==> src/rtl/dm_arb_pkg.sv <==
// Shared definitions for the data-memory port arbiter: access-size
// encodings, arbiter state type and byte-enable generation.
package dm_arb_pkg;

  // Access size encodings carried on size0/size1.
  localparam logic [1:0] SZ_B   = 2'b00;
  localparam logic [1:0] SZ_H   = 2'b01;
  localparam logic [1:0] SZ_W   = 2'b10;
  localparam logic [1:0] SZ_BAD = 2'b11;

  typedef enum logic {
    IDLE = 1'b0,
    BUSY = 1'b1
  } arb_state_t;

  // Byte enables for an access of the given size at the given byte offset.
  // Misalignment is not masked here; the caller gates BE with its error flag.
  function automatic logic [3:0] be_gen(input logic [1:0] size,
                                        input logic [1:0] alo);
    logic [3:0] be;
    case (size)
      SZ_B:    be = 4'b0001 << alo;
      SZ_H:    be = alo[1] ? 4'b1100 : 4'b0011;
      SZ_W:    be = 4'b1111;
      default: be = 4'b0000;
    endcase
    return be;
  endfunction

endpackage

==> src/rtl/dm_lane_unit.sv <==
// Combinational lane logic: byte enables, alignment/size error and
// lane extraction with sign/zero extension of the DM read word.
module dm_lane_unit
  import dm_arb_pkg::*;
(
  input  logic [1:0]  i_size,
  input  logic [1:0]  i_alo,
  input  logic        i_sext,
  input  logic [31:0] i_rd,
  output logic [3:0]  o_be,
  output logic        o_err,
  output logic [31:0] o_ldata
);

  logic [7:0]  w_byte;
  logic [15:0] w_half;

  assign o_be = be_gen(i_size, i_alo);

  // Illegal size, odd halfword or non-word-aligned word access.
  always_comb begin
    o_err = 1'b0;
    case (i_size)
      SZ_H:    o_err = i_alo[0];
      SZ_W:    o_err = (i_alo != 2'b00);
      SZ_BAD:  o_err = 1'b1;
      default: o_err = 1'b0;
    endcase
  end

  // Pick the addressed lane out of the read word.
  always_comb begin
    w_byte = i_rd[7:0];
    case (i_alo)
      2'd0:    w_byte = i_rd[7:0];
      2'd1:    w_byte = i_rd[15:8];
      2'd2:    w_byte = i_rd[23:16];
      default: w_byte = i_rd[31:24];
    endcase
    w_half = i_alo[1] ? i_rd[31:16] : i_rd[15:0];
  end

  // Extend the selected lane to 32 bits.
  always_comb begin
    o_ldata = 32'h0;
    case (i_size)
      SZ_B:    o_ldata = {{24{i_sext & w_byte[7]}}, w_byte};
      SZ_H:    o_ldata = {{16{i_sext & w_half[15]}}, w_half};
      SZ_W:    o_ldata = i_rd;
      default: o_ldata = 32'h0;
    endcase
  end

endmodule

==> src/rtl/dm_port_arbiter.sv <==
// Round-robin arbiter sharing the single data-memory port between the
// CPU MEM stage (requester 0) and the debug/loader port (requester 1).
// Each access takes one BUSY cycle; the result returns with a one-cycle ack.
// Optional build macro DM_ARB_STATS_EN adds saturating per-requester
// stall counters (stall0/stall1, CNT_W bits).
module dm_port_arbiter
  import dm_arb_pkg::*;
#(
  parameter int AW = 13
`ifdef DM_ARB_STATS_EN
  ,
  parameter int CNT_W = 16
`endif
) (
  input  logic          Clk,
  input  logic          Reset,
  input  logic [1:0]    req,
  input  logic [AW-1:0] addr0,
  input  logic [AW-1:0] addr1,
  input  logic [31:0]   wdata0,
  input  logic [31:0]   wdata1,
  input  logic          we0,
  input  logic          we1,
  input  logic [1:0]    size0,
  input  logic [1:0]    size1,
  input  logic          sext0,
  input  logic          sext1,
  output logic [1:0]    ack,
  output logic          err,
  output logic [31:0]   rdata,
  output logic [AW-3:0] dm_A,
  output logic [31:0]   dm_WD,
  output logic          dm_We,
  output logic [3:0]    dm_BE,
  input  logic [31:0]   dm_RD
`ifdef DM_ARB_STATS_EN
  ,
  output logic [CNT_W-1:0] stall0,
  output logic [CNT_W-1:0] stall1
`endif
);

  arb_state_t    r_state;
  logic [1:0]    r_ack;
  logic          r_err;
  logic [31:0]   r_rdata;
  logic          r_last_gnt;
  logic          r_win;
  logic [AW-1:0] r_addr;
  logic [31:0]   r_wdata;
  logic          r_we;
  logic [1:0]    r_size;
  logic          r_sext;

  logic [1:0]    w_elig;
  logic          w_gnt_vld;
  logic          w_gnt_idx;
  logic          w_busy;
  logic [3:0]    w_be;
  logic          w_err;
  logic [31:0]   w_ldata;

  // A requester being acked this cycle still holds req; exclude it so the
  // same access is not issued twice.
  assign w_elig    = req & ~r_ack;
  assign w_gnt_vld = (r_state == IDLE) && (w_elig != 2'b00);
  assign w_gnt_idx = (w_elig == 2'b11) ? ~r_last_gnt : w_elig[1];
  assign w_busy    = (r_state == BUSY);

  dm_lane_unit u_lane (
    .i_size  (r_size),
    .i_alo   (r_addr[1:0]),
    .i_sext  (r_sext),
    .i_rd    (dm_RD),
    .o_be    (w_be),
    .o_err   (w_err),
    .o_ldata (w_ldata)
  );

  // DM address and data follow the latched request; strobes only in BUSY.
  assign dm_A  = r_addr[AW-1:2];
  assign dm_WD = r_wdata;
  assign dm_We = w_busy & r_we & ~w_err;
  assign dm_BE = (w_busy && !w_err) ? w_be : 4'b0000;

  assign ack   = r_ack;
  assign err   = r_err;
  assign rdata = r_rdata;

  // Arbitration FSM: latch the winner in IDLE, complete it in one BUSY cycle.
  always_ff @(posedge Clk or posedge Reset) begin
    if (Reset) begin
      r_state    <= IDLE;
      r_ack      <= 2'b00;
      r_err      <= 1'b0;
      r_rdata    <= 32'h0;
      r_last_gnt <= 1'b1;
      r_win      <= 1'b0;
      r_addr     <= '0;
      r_wdata    <= 32'h0;
      r_we       <= 1'b0;
      r_size     <= SZ_B;
      r_sext     <= 1'b0;
    end else begin
      r_ack <= 2'b00;
      case (r_state)
        IDLE: begin
          if (w_gnt_vld) begin
            r_addr     <= w_gnt_idx ? addr1  : addr0;
            r_wdata    <= w_gnt_idx ? wdata1 : wdata0;
            r_we       <= w_gnt_idx ? we1    : we0;
            r_size     <= w_gnt_idx ? size1  : size0;
            r_sext     <= w_gnt_idx ? sext1  : sext0;
            r_win      <= w_gnt_idx;
            r_last_gnt <= w_gnt_idx;
            r_state    <= BUSY;
          end
        end
        BUSY: begin
          r_ack[r_win] <= 1'b1;
          r_err        <= w_err;
          r_rdata      <= (!r_we && !w_err) ? w_ldata : 32'h0;
          r_state      <= IDLE;
        end
        default: r_state <= IDLE;
      endcase
    end
  end

`ifdef DM_ARB_STATS_EN
  logic w_wait0;
  logic w_wait1;

  // A cycle counts as stalled when the request is pending and not granted.
  assign w_wait0 = req[0] & ~r_ack[0] & ~(w_gnt_vld & ~w_gnt_idx);
  assign w_wait1 = req[1] & ~r_ack[1] & ~(w_gnt_vld &  w_gnt_idx);

  // Saturating stall counters.
  always_ff @(posedge Clk or posedge Reset) begin
    if (Reset) begin
      stall0 <= '0;
      stall1 <= '0;
    end else begin
      if (w_wait0 && (stall0 != {CNT_W{1'b1}})) stall0 <= stall0 + 1'b1;
      if (w_wait1 && (stall1 != {CNT_W{1'b1}})) stall1 <= stall1 + 1'b1;
    end
  end
`endif

endmodule

==> config.mk <==
export PLATFORM = sky130hd
export DESIGN_NAME = dm_port_arbiter
export DESIGN_NICKNAME = d
export VERILOG_FILES = /design/src/rtl/dm_arb_pkg.sv /design/src/rtl/dm_lane_unit.sv /design/src/rtl/dm_port_arbiter.sv
export SDC_FILE = /design/constraint.sdc
export NUM_CORES = 1
export LEC_CHECK = 0
export BUFFER_PORTS_ARGS = -buffer_cell sky130_fd_sc_hd__buf_4
export CORE_ASPECT_RATIO = 0.8
export CORE_MARGIN = 1.5
export CORE_UTILIZATION = 40
export DETAILED_ROUTE_END_ITERATION = 16
export GPL_ROUTABILITY_DRIVEN = 0
export HOLD_SLACK_MARGIN = 0.1
export PLACE_DENSITY = 0.72
export RECOVER_POWER = 25
export SYNTH_ARGS = -nofsm -noshare
export SYNTH_HDL_FRONTEND = slang
export SYNTH_SLANG_ARGS = --single-unit
==> constraint.sdc <==
create_clock -name Clk -period 4.7 [get_ports Clk]
set_input_delay 0.235 -clock Clk [delete_from_list [all_inputs] [get_ports Clk]]
set_output_delay 0.235 -clock Clk [all_outputs]
set_load 0.005 [all_outputs]
# After elaboration in Yosys (flattened, before gate mapping)
# Cells that the tools add are included.
# totals
regBits,87
wordCells,59
output_inout_bits,83
inputBits,134
# classes
muxes,19
eq_ne,6
n_lt_le_gt_ge,2
bitwise_logic,9
shift,1
n_reduce_logical,11
# op_table
operator,count
$pmux 32 s3,1
$mux 32,2
$pmux 8 s3,1
$mux 16,1
$mux 13,1
$pmux 4 s3,1
$eq 2x2->1 const B,4
$mux 4,2
$mux 1,5
$and 1x1->1,4
$eq 2x1->1 const B,2
$logic_and 1x1->1,4
$logic_not 2->1,2
$mux 2,2
$reduce_bool 2->1,2
$shl 1x2->4 const A,1
$not 1->1,3
$pmux 1 s3,1
$and 2x2->2,1
$logic_not 1->1,2
$lt 1x2->1 const B,1
$not 2->2,1
$pmux 1 s2,1
$reduce_and 2->1,1
2 further kinds,2

# Longest topological paths before layout
# logic_depth
word_depth,6
ltp_mapped,6
depth_no_buf,4

# By module
# From an unflattened synthesis, not the netlist that was laid out.
# unflattened
hier_cells,528
hier_area_um2,5442.7
# modules_own_cells
mod,area_per_inst_um2,cells_per_inst,seq_area_each_um2,n_inst
dm_port_arbiter,4640.7,401,2178.3,1
dm_lane_unit,802.0,127,0.0,1

# Least setup slack after synthesis
# OpenSTA, ideal clock, no wires.
# synth_path
path_type,register to register
startpoint,register r_size[0]
endpoint,"register r_rdata[16], in the netlist rdata[16]"
period_less_slack_ns,1.571
stages_incl_launch_ff,7
path_buffers,2
setup_time_ns,0.126
arrival_time_ns,1.445
t_required_ns,4.574
slack_ns,3.129
cell_sequence,dfrtp_1 > clkbuf_1 > nor2_1 > mux2i_1 > nor4_4 > buf_2 > a221o_1
# synth_between
elab_chain_len,5
word_cells_on_any_way,9
cone_classes,3 x eq/ne; 3 x mux; 3 x reduce/logical
# synth_rtl
element,line_no,rtl
start: declaration,dm_port_arbiter.sv:52,logic [1:0] r_size;
start signal: assignment,dm_port_arbiter.sv:112,r_size <= w_gnt_idx ? size1 : size0;
$eq 2x2->1 (tied with other cells),dm_lane_unit.sv:23,case (i_size)
$pmux 1 s3,dm_lane_unit.sv:23,
$logic_not 1->1,dm_port_arbiter.sv:122,r_rdata <= (!r_we && !w_err) ? w_ldata : 32'h0;
$logic_and 1x1->1,dm_port_arbiter.sv:122,
$mux 32 (*),dm_port_arbiter.sv:122,
end signal: assignment,dm_port_arbiter.sv:122,
end: declaration,dm_port_arbiter.sv:46,logic [31:0] r_rdata;
# Every way passes the cells marked *; elsewhere a longest branch is shown, timed or not.
# A chain may end at the register's enable or synchronous reset.

# Worst setup path after layout
# layout_path
startpoint,register r_state
endpoint,output dm_BE[2]
# layout_between
elab_chain_len,2
# layout_rtl
element,line_no,rtl
start: declaration,dm_port_arbiter.sv:43,arb_state_t r_state;
start signal: assignment,dm_port_arbiter.sv:93,r_state <= IDLE;
start signal: assignment,dm_port_arbiter.sv:116,r_state <= BUSY;
start signal: assignment,dm_port_arbiter.sv:123,r_state <= IDLE;
$logic_and 1x1->1,dm_port_arbiter.sv:84,assign dm_BE = (w_busy && !w_err) ? w_be : 4'b0000;
$mux 4,dm_port_arbiter.sv:84,
end: declaration,dm_port_arbiter.sv:34,"output logic [3:0] dm_BE,"
# No other way between the ends.

==> run metrics <==
outcome=complete, no violations; Async S/R FF share, synth=between 90% and 100%; largest net degree at the start of global routing=74; drt via density=between 5 and 6; syn_nets=roughly 550; CP Launch Type=flip-flop; Cell variety after synth=35; top cells by area, synth=dfrtp_1 51%, mux2i_1 15%, a21oi_1 6.9%, nor2_1 5.5%, a221o_1 3.8%; antenna violations before repair=0; CP required=4.47 ns; GR Overflow Total=0; mean post-synth cell area=~10 sq um; die area=0.0113 sq mm; Yosys top cell area share=between 50% and 60%; hold slack=around 0.14 ns; Synth area leader=dfrtp_1; kind of end point of the critical path=output port; cells after synthesis=about 420; pwr dens=approximately 570 mW/mm^2; row count=33; final setup violating endpoints=0; Clock Skews=roughly 0.0050 ns; Pre-Repair DR Iteration Count=4; Bufs on Longest Clock Path=2; Top Ports=roughly 220; IO Port Bufs=216; crit path from=r_state; R2R depth=4; post-route ant nets=0; Post-CTS Setup Inserts=0; final worst path period share=between 50% and 60%; xor/xnor share of the synthesized area=less than 1%; Setup CP Type=flip-flop to output port; FF-to-FF setup slack=about 2.1 ns; Pins Over Slew Limit=0; H-tree depth=3; #FFs+latches synth=87; P_leak=3.13 nW; CORE AREA=~0.010 sq mm; Synth Area in Adders=0%; clock-pin slew on the worst setup and hold paths=around 0.06 ns; nets=740; Total GRT Usage=a little over a fifth; CTS root buf=clkbuf_16; Fin Setup TNS=0 ns; max-cap viol count=0; clock latency on the worst-skew pair=between 0.3 and 0.4 ns; drt total wl=approximately 12000 microns; vias in the first global route=~3800; Post-Syn Area=0.00426 sq mm; Die X=~120 microns; Synth Area in Compound Gates=15.3%; min-delay worst type=input pin to flip-flop; worst reg2reg endpoint=rdata[31]; YS warnings=0; layout cells sized above 1=a little under two fifths; CTS sink cnt=87; pre-CTS setup slack=2.20 ns; Worst VDD drop=approximately 0.26 mV; worst-margin pin slew=1.02 ns; final worst setup slack=a little under 2 ns; CP arrival=roughly 2.5 ns; Die Ht=between 90 and 100 microns; worst-path maximum fanout=36; Fmax=approximately 0.37 GHz; simple-gate area share of the yosys netlist=a little under an eighth; first-pass GRT wire length=~19000 microns; drt wl/cell=roughly 16 microns; ant diodes=0; CTS tree=built; DRC=0; via total after detailed routing=between 3000 and 4000; Worst R2R Start=r_size[1]; crit path to=dm_BE[2]; count of final hold-check violations=0; Area Overhead vs Synth=45.4%; Detailed Place HPWL=about 9200 microns; prevailing post-synth register cell=dfrtp_1; share of the yosys chip area belonging to registers=about half; min cycle time layout=2.74 ns; Max-Slew Margin vs Limit=a little under a third; overall power=roughly 3.5 mW; main combinational cell family by area after synthesis=multiplexers; Post-synth EDFFs=0; RSZ-0062 raised after global routing=no; initial core utilization=between 40% and 50%; DR iter-0 viols=around 260; post-synthesis mux area share=between 10% and 20%; CTS Buf Count=9
==> routing by layer <==
metal	part of all wire, %	track usage (%)	vias up
met5	0	0	-
met4	1.2	6.10	0
met3	9.0	7.54	15
met2	47	36.1	175
met1	43	26.6	1778
li1	-	-	1842
==> synth_stat cells, drive strengths merged (2+ instances only) <==
cell and n:
inv 4, nor2 62, nand3 7, nand2 26
o2bb2ai 7, o21ai 3, o221ai 7, o22ai 2
nor2b 2, mux2i 65, dfrtp 86, mux2 3
buf 28, a221o 16, nand2b 9, a21oi 59
clkbuf 16
==> what timing repair did <==
item / CTS / global route
hold buffers: 1 / 0
gates resized for setup: 0 / 0
endpoints found under the hold margin: 43 / 0
endpoints found under the setup margin: 0 / 0
==> cell families (layout without fill, tap and decap cells) <==
family | count (synthesis) | in the layout
AND/OR/NAND/NOR | 112 | 112
XOR/XNOR | 1 | 1
buffers and inverters | 49 | 243
flip-flops | 87 | 87
AO/OA/AOI/OAI | 100 | 100
multiplexers | 68 | 68
==> critical path, stage by stage, from the launching register on <==
cell and delay [ns]:
dfrtp_1 0.55, clkinv_1 0.84, a211oi_1 0.59, buf_4 0.18
==> flip-flops by register name, indices dropped and copies added, names as in the netlist <==
signal and flops:
r_sext 1, ack 2, rdata 32, r_size 2
r_win 1, dm_WD 32, err 1, r_state 1
r_we 1, r_addr 13, r_last_gnt 1
==> layout by cell type, fill, tap and decap left out, drive strengths merged <==
cell type    Yosys  final
buf             28    157
clkinv           1      3
nand3b           1      1
mux2i           65     65
nand2b           9      9
o32ai            1      1
nor2b            2      2
o22ai            2      2
dfrtp           86     86
o21bai           1      1
a221o           16     16
nor2            62     62
dlygate4sd3      0      1
o311ai           1      1
bufinv           0      2
nand3            7      7
inv              4      3
o31ai            1      1
xor2             1      1
a21oi           59     59
a211oi           1      1
or3              1      1
a22oi            1      1
o21ai            3      3
o221ai           7      7
mux2             3      3
nor3             1      1
nand2           26     26
dfstp            1      1
or4              1      1
nor4             1      1
o2bb2ai          7      7
clkbuf          16     77
and3b            1      1
==> report_power, final <==
group	internal, mW	switching [mW]	leakage, nW	total (mW)
sequential	1.05	0.210	1.06	1.26
combinational	0.728	0.773	1.91	1.50
clock	0.494	0.281	0.160	0.775
total	2.27	1.26	3.13	3.53
==> per-stage QoR <==
| stage | utilization, % | instances | cell area (sq um) |
|---|---|---|---|
| 2_1_floorplan | - | 417 | 4260 |
| 3_3_place_gp | 57.1 | 734 | 5890 |
| 3_5_place_dp | 57.1 | 734 | 5890 |
| 4_1_cts | 60.3 | 751 | 6230 |
| 5_1_grt | 60.0 | 751 | 6190 |
| 6_report | 60.0 | 751 | 6190 |
==> final cells by class <==
class | instances | area [sq um]
Clock buffer | 13 | 260
Tap cell | 140 | 175
Timing Repair Buffer | 222 | 1630
Multi-Input combinational cell | 281 | 1860
Inverter | 5 | 20.0
Sequential cell | 87 | 2180
Clock inverter | 3 | 65.1
Fill cell | 927 | 4130
==> worst min path at each step <==
stage	slack [ns]	start	cells past startpoint	endpoint
2_1_floorplan	0.38	dm_RD[16]	1	rdata[16]
3_3_place_gp	0.38	Reset	2	dm_WD[10]
3_5_place_dp	0.39	Reset	2	dm_WD[10]
4_1_cts	0.13	dm_RD[28]	2	rdata[28]
5_1_grt	0.13	dm_RD[28]	2	rdata[28]
6_report	0.14	dm_RD[29]	2	rdata[29]
Power figures use the tool's default switching activity.
